### src/rtl/multicycle_ctrl.sv
// -----------------------------------------------------------------------------
// multicycle_ctrl
//
// Control FSM for a multi-cycle RV32I datapath. One ALU and one memory port
// are shared across the fetch, decode, execute, memory and writeback steps.
// This block drives the datapath mux selects and write enables for each step.
//
// Parameters
//   EXT_OPS      1: lui/auipc/jalr are executed. 0: they trap as illegal.
//   ILLEGAL_HALT 1: TRAP holds until reset. 0: TRAP returns to FETCH.
//   RET_W        width of the instret counter (wraps modulo 2^RET_W).
//
// Ports
//   clk        rising-edge clock
//   rst_n      asynchronous active-low reset
//   op         IR opcode, valid from DECODE onward
//   mem_ready  shared memory completes the current access this cycle
//   PCUpdate   PC write enable
//   Branch     PC write if ALU Zero
//   RegWrite   register file write
//   MemWrite   data memory write request
//   IRWrite    IR/OldPC load
//   AdrSrc     memory address: 0=PC, 1=Result
//   ResultSrc  00=ALUOut, 01=Data, 10=ALUResult
//   ALUSrcA    00=PC, 01=OldPC, 10=rd1, 11=zero
//   ALUSrcB    00=rd2, 01=imm, 10=const 4
//   ALUOp      00=add, 01=sub, 10=funct-decoded
//   ImmSrc     000=I, 001=S, 010=B, 011=J, 100=U
//   illegal    high while in TRAP
//   state_o    current state code
//   instret    count of accepted fetches
//
// Memory handshake: an access is requested for every cycle spent in FETCH,
// MEMREAD or MEMWRITE, and it completes on the rising edge at the end of a
// cycle in which mem_ready is high. The request (address select, MemWrite)
// stays asserted until then. mem_ready is ignored in every other state.
// -----------------------------------------------------------------------------
module multicycle_ctrl #(
   parameter bit          EXT_OPS      = 1'b1,
   parameter bit          ILLEGAL_HALT = 1'b1,
   parameter int unsigned RET_W        = 32
) (
   input  logic             clk,
   input  logic             rst_n,
   input  logic [6:0]       op,
   input  logic             mem_ready,
   output logic             PCUpdate,
   output logic             Branch,
   output logic             RegWrite,
   output logic             MemWrite,
   output logic             IRWrite,
   output logic             AdrSrc,
   output logic [1:0]       ResultSrc,
   output logic [1:0]       ALUSrcA,
   output logic [1:0]       ALUSrcB,
   output logic [1:0]       ALUOp,
   output logic [2:0]       ImmSrc,
   output logic             illegal,
   output logic [3:0]       state_o,
   output logic [RET_W-1:0] instret
);

   // State codes
   localparam logic [3:0] S_FETCH    = 4'd0;
   localparam logic [3:0] S_DECODE   = 4'd1;
   localparam logic [3:0] S_MEMADR   = 4'd2;
   localparam logic [3:0] S_MEMREAD  = 4'd3;
   localparam logic [3:0] S_MEMWB    = 4'd4;
   localparam logic [3:0] S_MEMWRITE = 4'd5;
   localparam logic [3:0] S_EXECUTER = 4'd6;
   localparam logic [3:0] S_EXECUTEI = 4'd7;
   localparam logic [3:0] S_ALUWB    = 4'd8;
   localparam logic [3:0] S_BEQ      = 4'd9;
   localparam logic [3:0] S_JAL      = 4'd10;
   localparam logic [3:0] S_LUI      = 4'd11;
   localparam logic [3:0] S_AUIPC    = 4'd12;
   localparam logic [3:0] S_JALR     = 4'd13;
   localparam logic [3:0] S_TRAP     = 4'd14;

   // Opcodes
   localparam logic [6:0] OP_LOAD  = 7'b0000011;
   localparam logic [6:0] OP_STORE = 7'b0100011;
   localparam logic [6:0] OP_RTYPE = 7'b0110011;
   localparam logic [6:0] OP_ITYPE = 7'b0010011;
   localparam logic [6:0] OP_BEQ   = 7'b1100011;
   localparam logic [6:0] OP_JAL   = 7'b1101111;
   localparam logic [6:0] OP_LUI   = 7'b0110111;
   localparam logic [6:0] OP_AUIPC = 7'b0010111;
   localparam logic [6:0] OP_JALR  = 7'b1100111;

   logic [3:0]       state_q, state_d;
   logic [RET_W-1:0] instret_q, instret_d;

   // ---------------------------------------------------------------------------
   // Next-state logic
   // ---------------------------------------------------------------------------
   always_comb begin
      state_d = state_q;
      case (state_q)
         S_FETCH:    if (mem_ready) state_d = S_DECODE;
         S_DECODE: begin
            case (op)
               OP_LOAD,
               OP_STORE: state_d = S_MEMADR;
               OP_RTYPE: state_d = S_EXECUTER;
               OP_ITYPE: state_d = S_EXECUTEI;
               OP_BEQ:   state_d = S_BEQ;
               OP_JAL:   state_d = S_JAL;
               OP_LUI:   state_d = EXT_OPS ? S_LUI   : S_TRAP;
               OP_AUIPC: state_d = EXT_OPS ? S_AUIPC : S_TRAP;
               OP_JALR:  state_d = EXT_OPS ? S_JALR  : S_TRAP;
               default:  state_d = S_TRAP;
            endcase
         end
         S_MEMADR:   state_d = (op == OP_LOAD) ? S_MEMREAD : S_MEMWRITE;
         S_MEMREAD:  if (mem_ready) state_d = S_MEMWB;
         S_MEMWB:    state_d = S_FETCH;
         S_MEMWRITE: if (mem_ready) state_d = S_FETCH;
         S_EXECUTER: state_d = S_ALUWB;
         S_EXECUTEI: state_d = S_ALUWB;
         S_ALUWB:    state_d = S_FETCH;
         S_BEQ:      state_d = S_FETCH;
         S_JAL:      state_d = S_ALUWB;
         S_LUI:      state_d = S_ALUWB;
         S_AUIPC:    state_d = S_ALUWB;
         // JALR computes rs1+imm into ALUOut, then reuses JAL to load PC from
         // ALUOut and write OldPC+4 to rd.
         S_JALR:     state_d = S_JAL;
         S_TRAP:     state_d = ILLEGAL_HALT ? S_TRAP : S_FETCH;
         default:    state_d = S_FETCH;   // code 15 is unreachable; recover
      endcase
   end

   // Only accepted fetches retire; a stalled FETCH cycle does not count.
   always_comb begin
      instret_d = instret_q;
      if (state_q == S_FETCH && mem_ready) instret_d = instret_q + RET_W'(1);
   end

   always_ff @(posedge clk or negedge rst_n) begin
      if (!rst_n) begin
         state_q   <= S_FETCH;
         instret_q <= '0;
      end else begin
         state_q   <= state_d;
         instret_q <= instret_d;
      end
   end

   // ---------------------------------------------------------------------------
   // Output decode: Moore on state_q, except IRWrite/PCUpdate in FETCH which
   // follow mem_ready so the IR and PC load only on the completing cycle.
   // ---------------------------------------------------------------------------
   always_comb begin
      PCUpdate  = 1'b0;
      Branch    = 1'b0;
      RegWrite  = 1'b0;
      MemWrite  = 1'b0;
      IRWrite   = 1'b0;
      AdrSrc    = 1'b0;
      ResultSrc = 2'b00;
      ALUSrcA   = 2'b00;
      ALUSrcB   = 2'b00;
      ALUOp     = 2'b00;
      illegal   = 1'b0;
      case (state_q)
         S_FETCH: begin
            ALUSrcB   = 2'b10;
            ResultSrc = 2'b10;
            IRWrite   = mem_ready;
            PCUpdate  = mem_ready;
         end
         S_DECODE: begin
            ALUSrcA = 2'b01;
            ALUSrcB = 2'b01;
         end
         S_MEMADR: begin
            ALUSrcA = 2'b10;
            ALUSrcB = 2'b01;
         end
         S_MEMREAD:  AdrSrc = 1'b1;
         S_MEMWB: begin
            ResultSrc = 2'b01;
            RegWrite  = 1'b1;
         end
         S_MEMWRITE: begin
            AdrSrc   = 1'b1;
            MemWrite = 1'b1;
         end
         S_EXECUTER: begin
            ALUSrcA = 2'b10;
            ALUOp   = 2'b10;
         end
         S_EXECUTEI: begin
            ALUSrcA = 2'b10;
            ALUSrcB = 2'b01;
            ALUOp   = 2'b10;
         end
         S_ALUWB:    RegWrite = 1'b1;
         S_BEQ: begin
            ALUSrcA = 2'b10;
            ALUOp   = 2'b01;
            Branch  = 1'b1;
         end
         S_JAL: begin
            ALUSrcA  = 2'b01;
            ALUSrcB  = 2'b10;
            PCUpdate = 1'b1;
         end
         S_LUI: begin
            ALUSrcA = 2'b11;
            ALUSrcB = 2'b01;
         end
         S_AUIPC: begin
            ALUSrcA = 2'b01;
            ALUSrcB = 2'b01;
         end
         S_JALR: begin
            ALUSrcA = 2'b10;
            ALUSrcB = 2'b01;
         end
         S_TRAP:     illegal = 1'b1;
         default: ;
      endcase
   end

   // Immediate format follows the opcode in every state, independent of
   // EXT_OPS, so the immediate generator is ready as soon as the IR loads.
   always_comb begin
      case (op)
         OP_STORE:         ImmSrc = 3'b001;
         OP_BEQ:           ImmSrc = 3'b010;
         OP_JAL:           ImmSrc = 3'b011;
         OP_LUI, OP_AUIPC: ImmSrc = 3'b100;
         default:          ImmSrc = 3'b000;
      endcase
   end

   assign state_o = state_q;
   assign instret = instret_q;

endmodule

### config.mk
export PLATFORM = sky130hd
export DESIGN_NAME = multicycle_ctrl
export DESIGN_NICKNAME = d
export VERILOG_FILES = /design/src/rtl/multicycle_ctrl.sv
export SDC_FILE = /design/constraint.sdc
export NUM_CORES = 1
export LEC_CHECK = 0
export BUFFER_PORTS_ARGS = -buffer_cell sky130_fd_sc_hd__buf_4
export CORE_UTILIZATION = 25
export DETAILED_ROUTE_END_ITERATION = 7
export GPL_TIMING_DRIVEN = 1
export PLACE_DENSITY = 0.54
export SYNTH_ARGS = -nofsm -noshare
export SYNTH_HDL_FRONTEND = slang
export SYNTH_SLANG_ARGS = --single-unit
export TNS_END_PERCENT = 100
### constraint.sdc
create_clock -name clk -period 4.25 [get_ports clk]
set_input_delay 0.425 -clock clk [delete_from_list [all_inputs] [get_ports clk]]
set_output_delay 0.425 -clock clk [all_outputs]
set_load 0.03 [all_outputs]
==> results of run 1 <==
## routing by layer
| layer | GRT usage, % | up-vias | part of all wire, % |
|---|---|---|---|
| li1 | - | 929 | - |
| met1 | 15.9 | 914 | 46 |
| met2 | 19.6 | 57 | 47 |
| met3 | 2.99 | 8 | 5.9 |
| met4 | 4.74 | 0 | 1.4 |
| met5 | 0 | - | 0 |
## worst reg2reg max path, cell delays in order, from the launching register on
cell     delay [ns]
dfrtp_1        0.67
or4_4          0.68
nor4_2         0.96
nand4_1        0.24
xnor2_1        0.19
## final timing paths
check | from | endpoint
worst max-delay path | state_o[3] | instret[28]
worst min-delay path | rst_n | instret[11]
worst max register to register | state_o[3] | instret[28]
worst min register to register | instret[31] | instret[31]
max in group asynchronous | rst_n | state_o[3]
min in group clk | instret[31] | instret[31]
## registers in the layout, indices dropped and copies added (netlist names)
name,count
instret,32
state_o,4
## cell families (layout without fill, tap and decap cells)
kind of cell,count (synthesis),in the layout,share of synthesized area [%]
AND/OR/NAND/NOR,114,114,30.0
buffers and inverters,23,76,4.41
XOR/XNOR,34,34,14.0
flip-flops,36,36,42.4
multiplexers,2,2,0.942
AO/OA/AOI/OAI,23,23,7.71
adder cells (fa/ha/maj),1,1,0.588
## through the flow
stage	setup slack, ns	std cells
global route	1.19	391
CTS	1.35	391
finish	1.40	391
floorplan	1.83	233
detailed placement	1.40	384
global placement	1.44	384
## cells in the final DEF (no fill, tap or decap), drive strengths merged, types with 5 or more instances in the layout
master and instances:
nor3 10, dfrtp 36, nand3 20, clkbuf 6
xnor2 27, nand2 23, xor2 7, inv 6
nand2b 5, buf 63, nor4 5, nor2 16
nand4 12, o21ai 5
## layout make-up
type	instances	area, sq um	area share [%]
multi-input cells	174	1130	41.3
flip-flops and latches	36	901	32.9
repair buffers	63	473	17.3
well taps	105	131	4.80
clock buffers	6	72.6	2.65
inverters	6	22.5	0.823
clock inverters	1	5.00	0.183
## power by group through the flow
stage	combinational, mW	sequential, mW	clock (mW)
after global routing	0.660	0.510	0.248
final	0.611	0.496	0.224
after floorplan	0.402	0.500	0
after global placement	0.610	0.498	0
after CTS	0.616	0.497	0.234
after detailed placement	0.613	0.503	0
==> flow_results.xml, run 1 <==
<?xml version="1.0" encoding="UTF-8"?>
<metrics>
  <group name="yosys">
    <metric name="synth-warning-count" unit="">0</metric>
    <metric name="synthesis.instances" unit="">233</metric>
    <metric name="synth-async-reset-ratio" unit="%">100</metric>
    <metric name="synth_ff_type" unit="">dfrtp_1</metric>
    <metric name="synth.yosys.seq_area_share" unit="%">42.4</metric>
    <metric name="synth_edf_count" unit="">0</metric>
    <metric name="yosysTopAreaCell" unit="">dfrtp_1</metric>
    <metric name="synth.ff_latch_count" unit="">36</metric>
    <metric name="synthesized_area" unit="sq um">2130</metric>
    <metric name="synth.net_count" unit="">244</metric>
    <metric name="yosys.cell_count.top_type" unit="">dfrtp_1</metric>
    <metric name="netlist_top_cells_area" unit="">dfrtp_1, xnor2_1, nand3_1</metric>
    <metric name="post_synth_most_frequent_cells" unit="">dfrtp_1, xnor2_1, nand2_1</metric>
    <metric name="synth.distinct_cells" unit="">40</metric>
    <metric name="synth_area_per_cell" unit="sq um">9.12</metric>
    <metric name="yosysTopAreaCellShare" unit="%">42.4</metric>
  </group>
  <group name="global_route">
    <metric name="globalRouteOverflowTotal" unit="">0</metric>
    <metric name="first_global_vias" unit="">1832</metric>
    <metric name="grt_max_degree" unit="">37</metric>
    <metric name="track_usage" unit="%">12.3</metric>
    <metric name="grt_first_pass_wirelength" unit="microns">8690</metric>
    <metric name="antenna_found_initial" unit="">0</metric>
  </group>
  <group name="die">
    <metric name="boundaryPins" unit="">64</metric>
    <metric name="floorplan.die.height" unit="microns">94.2</metric>
    <metric name="num_rows" unit="">33</metric>
    <metric name="floorplan.initialDensity" unit="%">25.9</metric>
    <metric name="fp.dieArea" unit="sq um">8880</metric>
    <metric name="core_region_area" unit="sq um">8220</metric>
    <metric name="chipWidth" unit="microns">94.2</metric>
  </group>
  <group name="critical_path">
    <metric name="crit_path_start_kind" unit="">flop</metric>
    <metric name="worst-endpoint-arrival" unit="ns">3.02</metric>
    <metric name="max_stage_delay" unit="ns">0.96</metric>
    <metric name="largest_fanout_on_the_critical_path" unit="">26</metric>
    <metric name="cp.required" unit="ns">4.42</metric>
    <metric name="critical_path.cell_chain" unit="">or4_4 -&gt; nor4_2 -&gt; nand4_1 -&gt; xnor2_1</metric>
    <metric name="worst-path-stages" unit="">4</metric>
    <metric name="reg2reg_slack" unit="ns">1.40</metric>
    <metric name="crit_path_end_kind" unit="">flop</metric>
    <metric name="critical_path.top_delay_family" unit="">simple AND/OR/NAND/NOR gates</metric>
    <metric name="critical_path.slowest_cell" unit="">nor4_2</metric>
    <metric name="path_class" unit="">reg -&gt; reg</metric>
    <metric name="cp_num_buf_inv" unit="">0</metric>
    <metric name="worst-r2r-cell-count" unit="">4</metric>
  </group>
  <group name="cts">
    <metric name="ctsHtreeMaxLevel" unit="">2</metric>
    <metric name="cts_buffer_depth" unit="">2</metric>
    <metric name="clk_transition_reported_paths" unit="ns">0.07</metric>
    <metric name="cts_setup_buffers" unit="">0</metric>
    <metric name="postCtsResizedCells" unit="">0</metric>
    <metric name="cts_root_cell" unit="">clkbuf_8</metric>
    <metric name="clock_latency_reported_for_the_late_side_of_the_worst_skew_pair" unit="ns">0.28</metric>
    <metric name="cts_made_buffers" unit="">5</metric>
    <metric name="cts_hold_buffers" unit="">0</metric>
    <metric name="tritoncts" unit="">built</metric>
    <metric name="clock-sinks" unit="">36</metric>
  </group>
  <group name="pwr">
    <metric name="switching_share" unit="%">45.5</metric>
    <metric name="clockPowerShare" unit="%">16.8</metric>
    <metric name="netSwitchingPower" unit="mW">0.605</metric>
    <metric name="power_density" unit="nW/um^2">487</metric>
    <metric name="vdd_ir_drop_max" unit="mV">0.321</metric>
    <metric name="p_leak" unit="nW">1.21</metric>
    <metric name="share_comb_of_total_power" unit="%">45.9</metric>
    <metric name="cell_internal_pwr" unit="mW">0.726</metric>
    <metric name="seq_power_share" unit="%">37.3</metric>
    <metric name="p_total" unit="mW">1.33</metric>
  </group>
  <group name="placement">
    <metric name="placed_cell_areas" unit="sq um">2660</metric>
    <metric name="routabilityCongestion" unit="">0.726</metric>
    <metric name="place.detailed.hpwl" unit="microns">3640</metric>
    <metric name="place.port_buffers" unit="">63</metric>
  </group>
  <group name="drt">
    <metric name="post_drt_via_cell_ratio" unit="">4.88</metric>
    <metric name="number_of_antenna_violating_nets_in_the_routed_design" unit="">0</metric>
    <metric name="drt-initial-drc-count" unit="">73</metric>
    <metric name="routed_wire_length_per_instance" unit="microns">13.3</metric>
    <metric name="route.final.wire_length" unit="microns">5210</metric>
    <metric name="first_pass_iters" unit="">4</metric>
    <metric name="dr_vias" unit="">1908</metric>
    <metric name="drcViolationCount" unit="">0</metric>
  </group>
  <group name="flow_run">
    <metric name="timing.max_cap.violations" unit="">0</metric>
  </group>
  <group name="sta">
    <metric name="report.final.hold_viol_count" unit="">0</metric>
    <metric name="slew_violations" unit="">0</metric>
    <metric name="fmaxAchievable" unit="MHz">351</metric>
    <metric name="finalCriticalPeriod" unit="ns">2.85</metric>
    <metric name="timing_worst_slew_pin_value" unit="ns">1.26</metric>
    <metric name="post_route_setup_tns" unit="ns">0</metric>
    <metric name="grt_setup_unrepaired" unit="">false</metric>
    <metric name="hold_ws" unit="ns">0.0891</metric>
    <metric name="relSlewSlack" unit="%">15.3</metric>
    <metric name="timing.final.setup_violations" unit="">0</metric>
    <metric name="post-route-period-util" unit="%">67.1</metric>
    <metric name="final.setup_skew" unit="ns">0.00451</metric>
  </group>
  <group name="final_layout">
    <metric name="num-nets-final" unit="">297</metric>
    <metric name="flow.area_growth_from_synthesis" unit="%">28.7</metric>
    <metric name="antenna-diode-count" unit="">0</metric>
    <metric name="drive_gt1_share" unit="%">26.2</metric>
    <metric name="final_util" unit="%">33.3</metric>
    <metric name="fill_cells" unit="">842</metric>
    <metric name="post-route-cell-area" unit="sq um">2740</metric>
  </group>
  <group name="outcome">
    <metric name="run_status" unit="">completed</metric>
  </group>
  <group name="min_path">
    <metric name="hp-class" unit="">in -&gt; async</metric>
  </group>
</metrics>
Note: power is estimated with default switching activity, not from simulation.
==> inputs of run 2 (changes only) <==
--- a/config.mk
+++ b/config.mk
@@ -5,6 +5,7 @@
 export SDC_FILE = /design/constraint.sdc
 export NUM_CORES = 1
 export LEC_CHECK = 0
+export ABC_AREA = 1
 export BUFFER_PORTS_ARGS = -buffer_cell sky130_fd_sc_hd__buf_4
 export CORE_UTILIZATION = 25
 export DETAILED_ROUTE_END_ITERATION = 7
==> constraint.sdc (replaced) <==
create_clock -name clk -period 2.59 [get_ports clk]
set_input_delay 0.259 -clock clk [delete_from_list [all_inputs] [get_ports clk]]
set_output_delay 0.259 -clock clk [all_outputs]
set_load 0.03 [all_outputs]
==> run 2 against run 1 <==
  * Flip-flop and latch count unchanged
  * Final area up 19%
  * Largest power group unchanged
  * Via count up 34%
  * Register-to-register slack worse by 0.55 ns
  * Highest routed layer unchanged
  * Power up 83%
  * Hold slack better by 0.24 ns
  * Non-clock buffer count up 2
==> flow_results.xml, run 2 <==
<?xml version="1.0" encoding="UTF-8"?>
<metrics>
  <group name="outcome">
    <metric name="run_status" unit="">completed</metric>
  </group>
  <group name="global_route">
    <metric name="globalRouteOverflowTotal" unit="">0</metric>
    <metric name="grt_first_pass_wirelength" unit="microns">11500</metric>
    <metric name="grt_max_degree" unit="">37</metric>
    <metric name="track_usage" unit="%">14.2</metric>
    <metric name="first_global_vias" unit="">2297</metric>
    <metric name="antenna_found_initial" unit="">0</metric>
  </group>
  <group name="final_layout">
    <metric name="drive_gt1_share" unit="%">21.1</metric>
    <metric name="area.sequential" unit="sq um">901</metric>
    <metric name="layout_commonest_cell" unit="">nand2_1</metric>
    <metric name="largest_reg_flops" unit="">32</metric>
    <metric name="flow.area_growth_from_synthesis" unit="%">29.3</metric>
    <metric name="fill_cells" unit="">1073</metric>
    <metric name="multi_input_comb_area" unit="sq um">1410</metric>
    <metric name="most-common-layout-cells" unit="">nand2_1, buf_4, nor2_1</metric>
    <metric name="post-route-cell-area" unit="sq um">3250</metric>
    <metric name="antenna-diode-count" unit="">0</metric>
    <metric name="num-nets-final" unit="">450</metric>
  </group>
  <group name="placement">
    <metric name="placed_cell_areas" unit="sq um">3150</metric>
    <metric name="place.detailed.hpwl" unit="microns">5850</metric>
    <metric name="dp_slack" unit="ns">0.832</metric>
    <metric name="routabilityCongestion" unit="">0.892</metric>
    <metric name="place.port_buffers" unit="">63</metric>
  </group>
  <group name="drt">
    <metric name="number_of_antenna_violating_nets_in_the_routed_design" unit="">0</metric>
    <metric name="post_drt_via_cell_ratio" unit="">4.47</metric>
    <metric name="highest-signal-layer" unit="">met4</metric>
    <metric name="met2RoutedLength" unit="microns">3210</metric>
    <metric name="drt-met1-wl" unit="microns">3490</metric>
    <metric name="dr_vias" unit="">2564</metric>
    <metric name="route.met3.wl" unit="microns">347</metric>
    <metric name="drt-initial-drc-count" unit="">167</metric>
    <metric name="drcViolationCount" unit="">0</metric>
    <metric name="first_pass_iters" unit="">5</metric>
    <metric name="routed_wire_length_per_instance" unit="microns">12.5</metric>
    <metric name="route.final.wire_length" unit="microns">7180</metric>
  </group>
  <group name="critical_path">
    <metric name="critical_path.reg2reg.startpoint" unit="">state_o[3]</metric>
    <metric name="cp.required" unit="ns">2.33</metric>
    <metric name="largest_fanout_on_the_critical_path" unit="">13</metric>
    <metric name="worst-r2r-cell-count" unit="">8</metric>
    <metric name="reg2reg_slack" unit="ns">0.85</metric>
    <metric name="worst-endpoint-arrival" unit="ns">1.78</metric>
    <metric name="crit_path_end_kind" unit="">output port</metric>
    <metric name="crit_path_start" unit="">state_o[3]</metric>
    <metric name="path_class" unit="">reg -&gt; out</metric>
    <metric name="timing.rr.end" unit="">instret[28]</metric>
    <metric name="cp-endpoint" unit="">IRWrite</metric>
    <metric name="crit_path_start_kind" unit="">flop</metric>
  </group>
  <group name="sta">
    <metric name="relSlewSlack" unit="%">68.6</metric>
    <metric name="timing_worst_slew_pin_value" unit="ns">0.472</metric>
    <metric name="fmaxAchievable" unit="MHz">491</metric>
    <metric name="finalCriticalPeriod" unit="ns">2.04</metric>
    <metric name="worst_slack" unit="ns">0.553</metric>
    <metric name="hold_ws" unit="ns">0.328</metric>
    <metric name="post_route_setup_tns" unit="ns">0</metric>
    <metric name="timing.final.setup_violations" unit="">0</metric>
    <metric name="final.setup_skew" unit="ns">0.00787</metric>
    <metric name="post-route-period-util" unit="%">78.7</metric>
    <metric name="slew_violations" unit="">0</metric>
    <metric name="grt_setup_unrepaired" unit="">false</metric>
    <metric name="report.final.hold_viol_count" unit="">0</metric>
  </group>
  <group name="yosys">
    <metric name="synth.distinct_cells" unit="">32</metric>
    <metric name="synth_area_per_cell" unit="sq um">6.81</metric>
    <metric name="netlist_top_cells_area" unit="">dfrtp_1, nand2_1, nor2_1</metric>
    <metric name="synth.net_count" unit="">380</metric>
    <metric name="synthesized_area" unit="sq um">2510</metric>
    <metric name="synth-warning-count" unit="">0</metric>
    <metric name="synth.yosys.seq_area_share" unit="%">35.9</metric>
    <metric name="yosysTopAreaCellShare" unit="%">35.9</metric>
    <metric name="synth_ff_type" unit="">dfrtp_1</metric>
    <metric name="post_synth_most_frequent_cells" unit="">nand2_1, nor2_1, inv_1</metric>
    <metric name="synth-async-reset-ratio" unit="%">100</metric>
    <metric name="synth.ff_latch_count" unit="">36</metric>
    <metric name="yosysTopAreaCell" unit="">dfrtp_1</metric>
    <metric name="synth_edf_count" unit="">0</metric>
    <metric name="synthesis.instances" unit="">369</metric>
    <metric name="yosys.cell_count.top_type" unit="">nand2_1</metric>
  </group>
  <group name="pwr">
    <metric name="power_density" unit="nW/um^2">750</metric>
    <metric name="p_leak" unit="nW">1.65</metric>
    <metric name="vdd_ir_drop_max" unit="mV">0.312</metric>
    <metric name="p_total" unit="mW">2.44</metric>
  </group>
  <group name="die">
    <metric name="floorplan.initialDensity" unit="%">25.7</metric>
    <metric name="core_region_area" unit="sq um">9770</metric>
    <metric name="floorplan.die.height" unit="microns">102</metric>
    <metric name="chipWidth" unit="microns">102</metric>
    <metric name="boundaryPins" unit="">64</metric>
    <metric name="fp.dieArea" unit="sq um">10500</metric>
    <metric name="num_rows" unit="">36</metric>
  </group>
  <group name="cts">
    <metric name="cts_made_buffers" unit="">5</metric>
    <metric name="cts_root_cell" unit="">clkbuf_8</metric>
    <metric name="cts_setup_buffers" unit="">0</metric>
    <metric name="tritoncts" unit="">built</metric>
    <metric name="clock-sinks" unit="">36</metric>
    <metric name="clk_transition_reported_paths" unit="ns">0.07</metric>
    <metric name="cts_buffer_depth" unit="">2</metric>
    <metric name="postCtsResizedCells" unit="">0</metric>
    <metric name="ctsHtreeMaxLevel" unit="">2</metric>
    <metric name="clock_latency_reported_for_the_late_side_of_the_worst_skew_pair" unit="ns">0.29</metric>
    <metric name="cts_hold_buffers" unit="">1</metric>
  </group>
  <group name="min_path">
    <metric name="hp-class" unit="">in -&gt; reg</metric>
  </group>
  <group name="flow_run">
    <metric name="timing.max_cap.violations" unit="">0</metric>
  </group>
</metrics>
[run 2: cell families after synthesis]
family / after synthesis / synth area share [%]
compound gates: 25 / 5.58
xor+xnor: 20 / 6.97
fa+ha+maj: 1 / 0.498
buf+inv: 54 / 8.17
flops: 36 / 35.9
simple gates: 233 / 42.9
[run 2: cell type report]
type / count / share of cell area, %
inverters: 52 / 6.01
flip-flops and latches: 36 / 27.7
repair buffers: 65 / 15.1
clock buffers: 8 / 2.77
multi-input cells: 279 / 43.3
well taps: 133 / 5.12
[run 2: worst max-delay path: stages, from the launching register on]
cell and delay, ns:
dfrtp_1 0.40, inv_2 0.07, nand2_2 0.15, nor2_8 0.05, nand2_4 0.19, clkinv_1 0.33
buf_4 0.28
[run 2: worst min path at each step]
stage	depth (start not counted)	startpoint	to
after floorplan	0	rst_n	instret[0]
after global placement	1	rst_n	instret[14]
after detailed placement	1	rst_n	instret[15]
after CTS	4	mem_ready	state_o[2]
after global routing	4	mem_ready	state_o[2]
final	4	mem_ready	state_o[2]
[run 2: power by group]
group          internal, mW  switching [mW]
Sequential            0.646           0.116
Combinational         0.403           0.854
Clock                 0.217           0.200
Total                  1.27            1.17
[run 2: metal layers]
metal,GRT usage (%),vias up
met5,0,-
met4,4.07,0
met3,2.67,12
met2,21.5,60
met1,20.3,1192
li1,-,1300
[run 2: metrics by stage]
| stage | cells | util, % |
|---|---|---|
| finish | 573 | 33.2 |
| global route | 573 | 33.2 |
| CTS | 573 | 33.2 |
| detailed placement | 564 | 32.2 |
| global placement | 564 | 32.2 |
| floorplan | 369 | - |
==> inputs of run 3 (changes only) <==
--- a/config.mk
+++ b/config.mk
@@ -10,7 +10,7 @@
 export CORE_UTILIZATION = 25
 export DETAILED_ROUTE_END_ITERATION = 7
 export GPL_TIMING_DRIVEN = 1
-export PLACE_DENSITY = 0.54
+export PLACE_DENSITY = 0.53
 export SYNTH_ARGS = -nofsm -noshare
 export SYNTH_HDL_FRONTEND = slang
 export SYNTH_SLANG_ARGS = --single-unit
==> constraint.sdc (replaced) <==
create_clock -name clk -period 2.08 [get_ports clk]
set_input_delay 0.208 -clock clk [delete_from_list [all_inputs] [get_ports clk]]
set_output_delay 0.208 -clock clk [all_outputs]
set_load 0.03 [all_outputs]
==> run 3 against run 2 <==
  * Critical path depth up 1
  * Clock skew up 0.0013 ns
  * Combinational power is 26% higher
  * Largest cell class unchanged
  * Global-route usage is essentially flat
  * Final area rose by 0.54%
  * Critical path type unchanged
  * Die area unchanged
  * Critical endpoint is now ALUSrcA[0]
  * Via count decreased by 2.0%
  * Flip-flop and latch count unchanged
==> flow_results.xml, run 3 (same netlist as run 2, synthesis figures left out) <==
<?xml version="1.0" encoding="UTF-8"?>
<metrics>
  <group name="critical_path">
    <metric name="cp-endpoint" unit="">ALUSrcA[0]</metric>
    <metric name="timing.rr.end" unit="">instret[27]</metric>
    <metric name="largest_fanout_on_the_critical_path" unit="">4</metric>
    <metric name="worst-r2r-cell-count" unit="">9</metric>
    <metric name="crit_path_start" unit="">state_o[0]</metric>
    <metric name="critical_path.reg2reg.startpoint" unit="">instret[11]</metric>
    <metric name="crit_path_end_kind" unit="">output port</metric>
    <metric name="cp.required" unit="ns">1.87</metric>
    <metric name="reg2reg_slack" unit="ns">0.37</metric>
    <metric name="path_class" unit="">reg -&gt; out</metric>
    <metric name="worst-endpoint-arrival" unit="ns">1.67</metric>
    <metric name="crit_path_start_kind" unit="">flop</metric>
  </group>
  <group name="die">
    <metric name="floorplan.die.height" unit="microns">102</metric>
    <metric name="fp.dieArea" unit="sq um">10500</metric>
    <metric name="core_region_area" unit="sq um">9770</metric>
    <metric name="chipWidth" unit="microns">102</metric>
    <metric name="boundaryPins" unit="">64</metric>
    <metric name="floorplan.initialDensity" unit="%">25.7</metric>
    <metric name="num_rows" unit="">36</metric>
  </group>
  <group name="cts">
    <metric name="clock_latency_reported_for_the_late_side_of_the_worst_skew_pair" unit="ns">0.29</metric>
    <metric name="clk_transition_reported_paths" unit="ns">0.07</metric>
    <metric name="cts_root_cell" unit="">clkbuf_8</metric>
    <metric name="clock-sinks" unit="">36</metric>
    <metric name="ctsHtreeMaxLevel" unit="">2</metric>
    <metric name="tritoncts" unit="">built</metric>
    <metric name="cts_buffer_depth" unit="">2</metric>
    <metric name="cts_made_buffers" unit="">5</metric>
  </group>
  <group name="min_path">
    <metric name="hp-class" unit="">in -&gt; reg</metric>
  </group>
  <group name="global_route">
    <metric name="globalRouteOverflowTotal" unit="">0</metric>
    <metric name="antenna_found_initial" unit="">0</metric>
    <metric name="track_usage" unit="%">14.1</metric>
    <metric name="first_global_vias" unit="">2372</metric>
    <metric name="grt_first_pass_wirelength" unit="microns">11500</metric>
    <metric name="grt_max_degree" unit="">37</metric>
  </group>
  <group name="final_layout">
    <metric name="area.sequential" unit="sq um">901</metric>
    <metric name="final_util" unit="%">33.4</metric>
    <metric name="drive_gt1_share" unit="%">21.8</metric>
    <metric name="layout_commonest_cell" unit="">nand2_1</metric>
    <metric name="fill_cells" unit="">1065</metric>
    <metric name="largest_reg_flops" unit="">32</metric>
    <metric name="flow.area_growth_from_synthesis" unit="%">30.0</metric>
    <metric name="antenna-diode-count" unit="">0</metric>
    <metric name="num-nets-final" unit="">451</metric>
    <metric name="multi_input_comb_area" unit="sq um">1410</metric>
    <metric name="most-common-layout-cells" unit="">nand2_1, buf_4, nor2_1</metric>
  </group>
  <group name="pwr">
    <metric name="netSwitchingPower" unit="mW">1.47</metric>
    <metric name="p_leak" unit="nW">1.66</metric>
    <metric name="share_comb_of_total_power" unit="%">51.4</metric>
    <metric name="cell_internal_pwr" unit="mW">1.62</metric>
    <metric name="switching_share" unit="%">47.6</metric>
    <metric name="clockPowerShare" unit="%">18.1</metric>
    <metric name="vdd_ir_drop_max" unit="mV">0.351</metric>
    <metric name="power_density" unit="nW/um^2">944</metric>
    <metric name="seq_power_share" unit="%">30.5</metric>
  </group>
  <group name="drt">
    <metric name="post_drt_via_cell_ratio" unit="">4.38</metric>
    <metric name="route.final.wire_length" unit="microns">7110</metric>
    <metric name="dr_vias" unit="">2512</metric>
    <metric name="number_of_antenna_violating_nets_in_the_routed_design" unit="">0</metric>
    <metric name="routed_wire_length_per_instance" unit="microns">12.4</metric>
    <metric name="drt-initial-drc-count" unit="">114</metric>
    <metric name="first_pass_iters" unit="">4</metric>
    <metric name="drcViolationCount" unit="">0</metric>
  </group>
  <group name="sta">
    <metric name="report.final.hold_viol_count" unit="">0</metric>
    <metric name="grt_setup_unrepaired" unit="">false</metric>
    <metric name="finalCriticalPeriod" unit="ns">1.88</metric>
    <metric name="post-route-period-util" unit="%">90.4</metric>
    <metric name="relSlewSlack" unit="%">68.0</metric>
    <metric name="timing_worst_slew_pin_value" unit="ns">0.481</metric>
    <metric name="final.setup_skew" unit="ns">0.00921</metric>
    <metric name="timing.final.setup_violations" unit="">0</metric>
    <metric name="post_route_setup_tns" unit="ns">0</metric>
    <metric name="worst_slack" unit="ns">0.200</metric>
    <metric name="slew_violations" unit="">0</metric>
    <metric name="fmaxAchievable" unit="MHz">532</metric>
  </group>
  <group name="flow_run">
    <metric name="timing.max_cap.violations" unit="">0</metric>
  </group>
  <group name="outcome">
    <metric name="run_status" unit="">completed</metric>
  </group>
  <group name="placement">
    <metric name="place.port_buffers" unit="">63</metric>
    <metric name="place.detailed.hpwl" unit="microns">5730</metric>
    <metric name="dp_slack" unit="ns">0.320</metric>
    <metric name="routabilityCongestion" unit="">0.915</metric>
  </group>
</metrics>
[run 3: changes by cell type in the layout (fill, tap and decap cells not counted), sizes merged]
cell,change
clkbuf,-1
buf,+1
clkinvlp,+1
clkinv,-1
[run 3: critical path, stage by stage (launching register included)]
cell and delay, ns:
dfrtp_1 0.40, inv_2 0.08, nor2_1 0.20, inv_1 0.13
nor2_1 0.21, inv_1 0.11, nand3_1 0.10, buf_4 0.16
[run 3: repair_timing]
| item | 4_1_cts | 5_1_grt |
|---|---|---|
| endpoints found under the hold margin | 36 | 0 |
| buffers inserted | 0 | 0 |
| hold buffers | 1 | 0 |
| endpoints found under the setup margin | 0 | 1 |
| resized for setup | 0 | 1 |
[run 3: how the worst min path moves through the flow]
stage              start           to  depth (start not counted)
2_1_floorplan      rst_n   instret[0]                          0
3_3_place_gp       rst_n  instret[12]                          1
3_5_place_dp       rst_n  instret[12]                          1
4_1_cts        mem_ready   state_o[2]                          4
5_1_grt        mem_ready   state_o[2]                          4
6_report       mem_ready   state_o[2]                          4
[run 3: area by class of cell]
class                           instances  share of cell area, %
Sequential cell                        36                   27.6
Tap cell                              133                   5.09
Clock buffer                            7                   2.95
Timing Repair Buffer                   66                   15.2
Multi-Input combinational cell        279                   43.0
Inverter                               52                   6.09
[run 3: metrics by stage]
stage	power (mW)	area, sq um	hold WS, ns	cells
floorplan	1.97	2510	-0.0876	369
global placement	2.53	3160	0.206	565
detailed placement	2.54	3160	0.209	565
CTS	3.11	3260	0.278	573
global route	3.27	3270	0.310	573
finish	3.08	3270	0.294	573
[run 3: layer usage]
layer	wire length, microns	up-vias	global-route usage [%]	part of all wire, %
met5	0	-	0	0
met4	104	0	4.18	1.5
met3	379	8	3.08	5.3
met2	3160	69	21.6	44
met1	3470	1149	19.8	49
li1	-	1286	-	-
[run 3: power groups by stage]
stage               registers [mW]  clock network, mW  logic (mW)
CTS                          0.938              0.574        1.60
detailed placement           0.951                  0        1.59
finish                       0.940              0.558        1.59
global placement             0.946                  0        1.59
global route                 0.954              0.603        1.71
floorplan                     1.13                  0       0.836
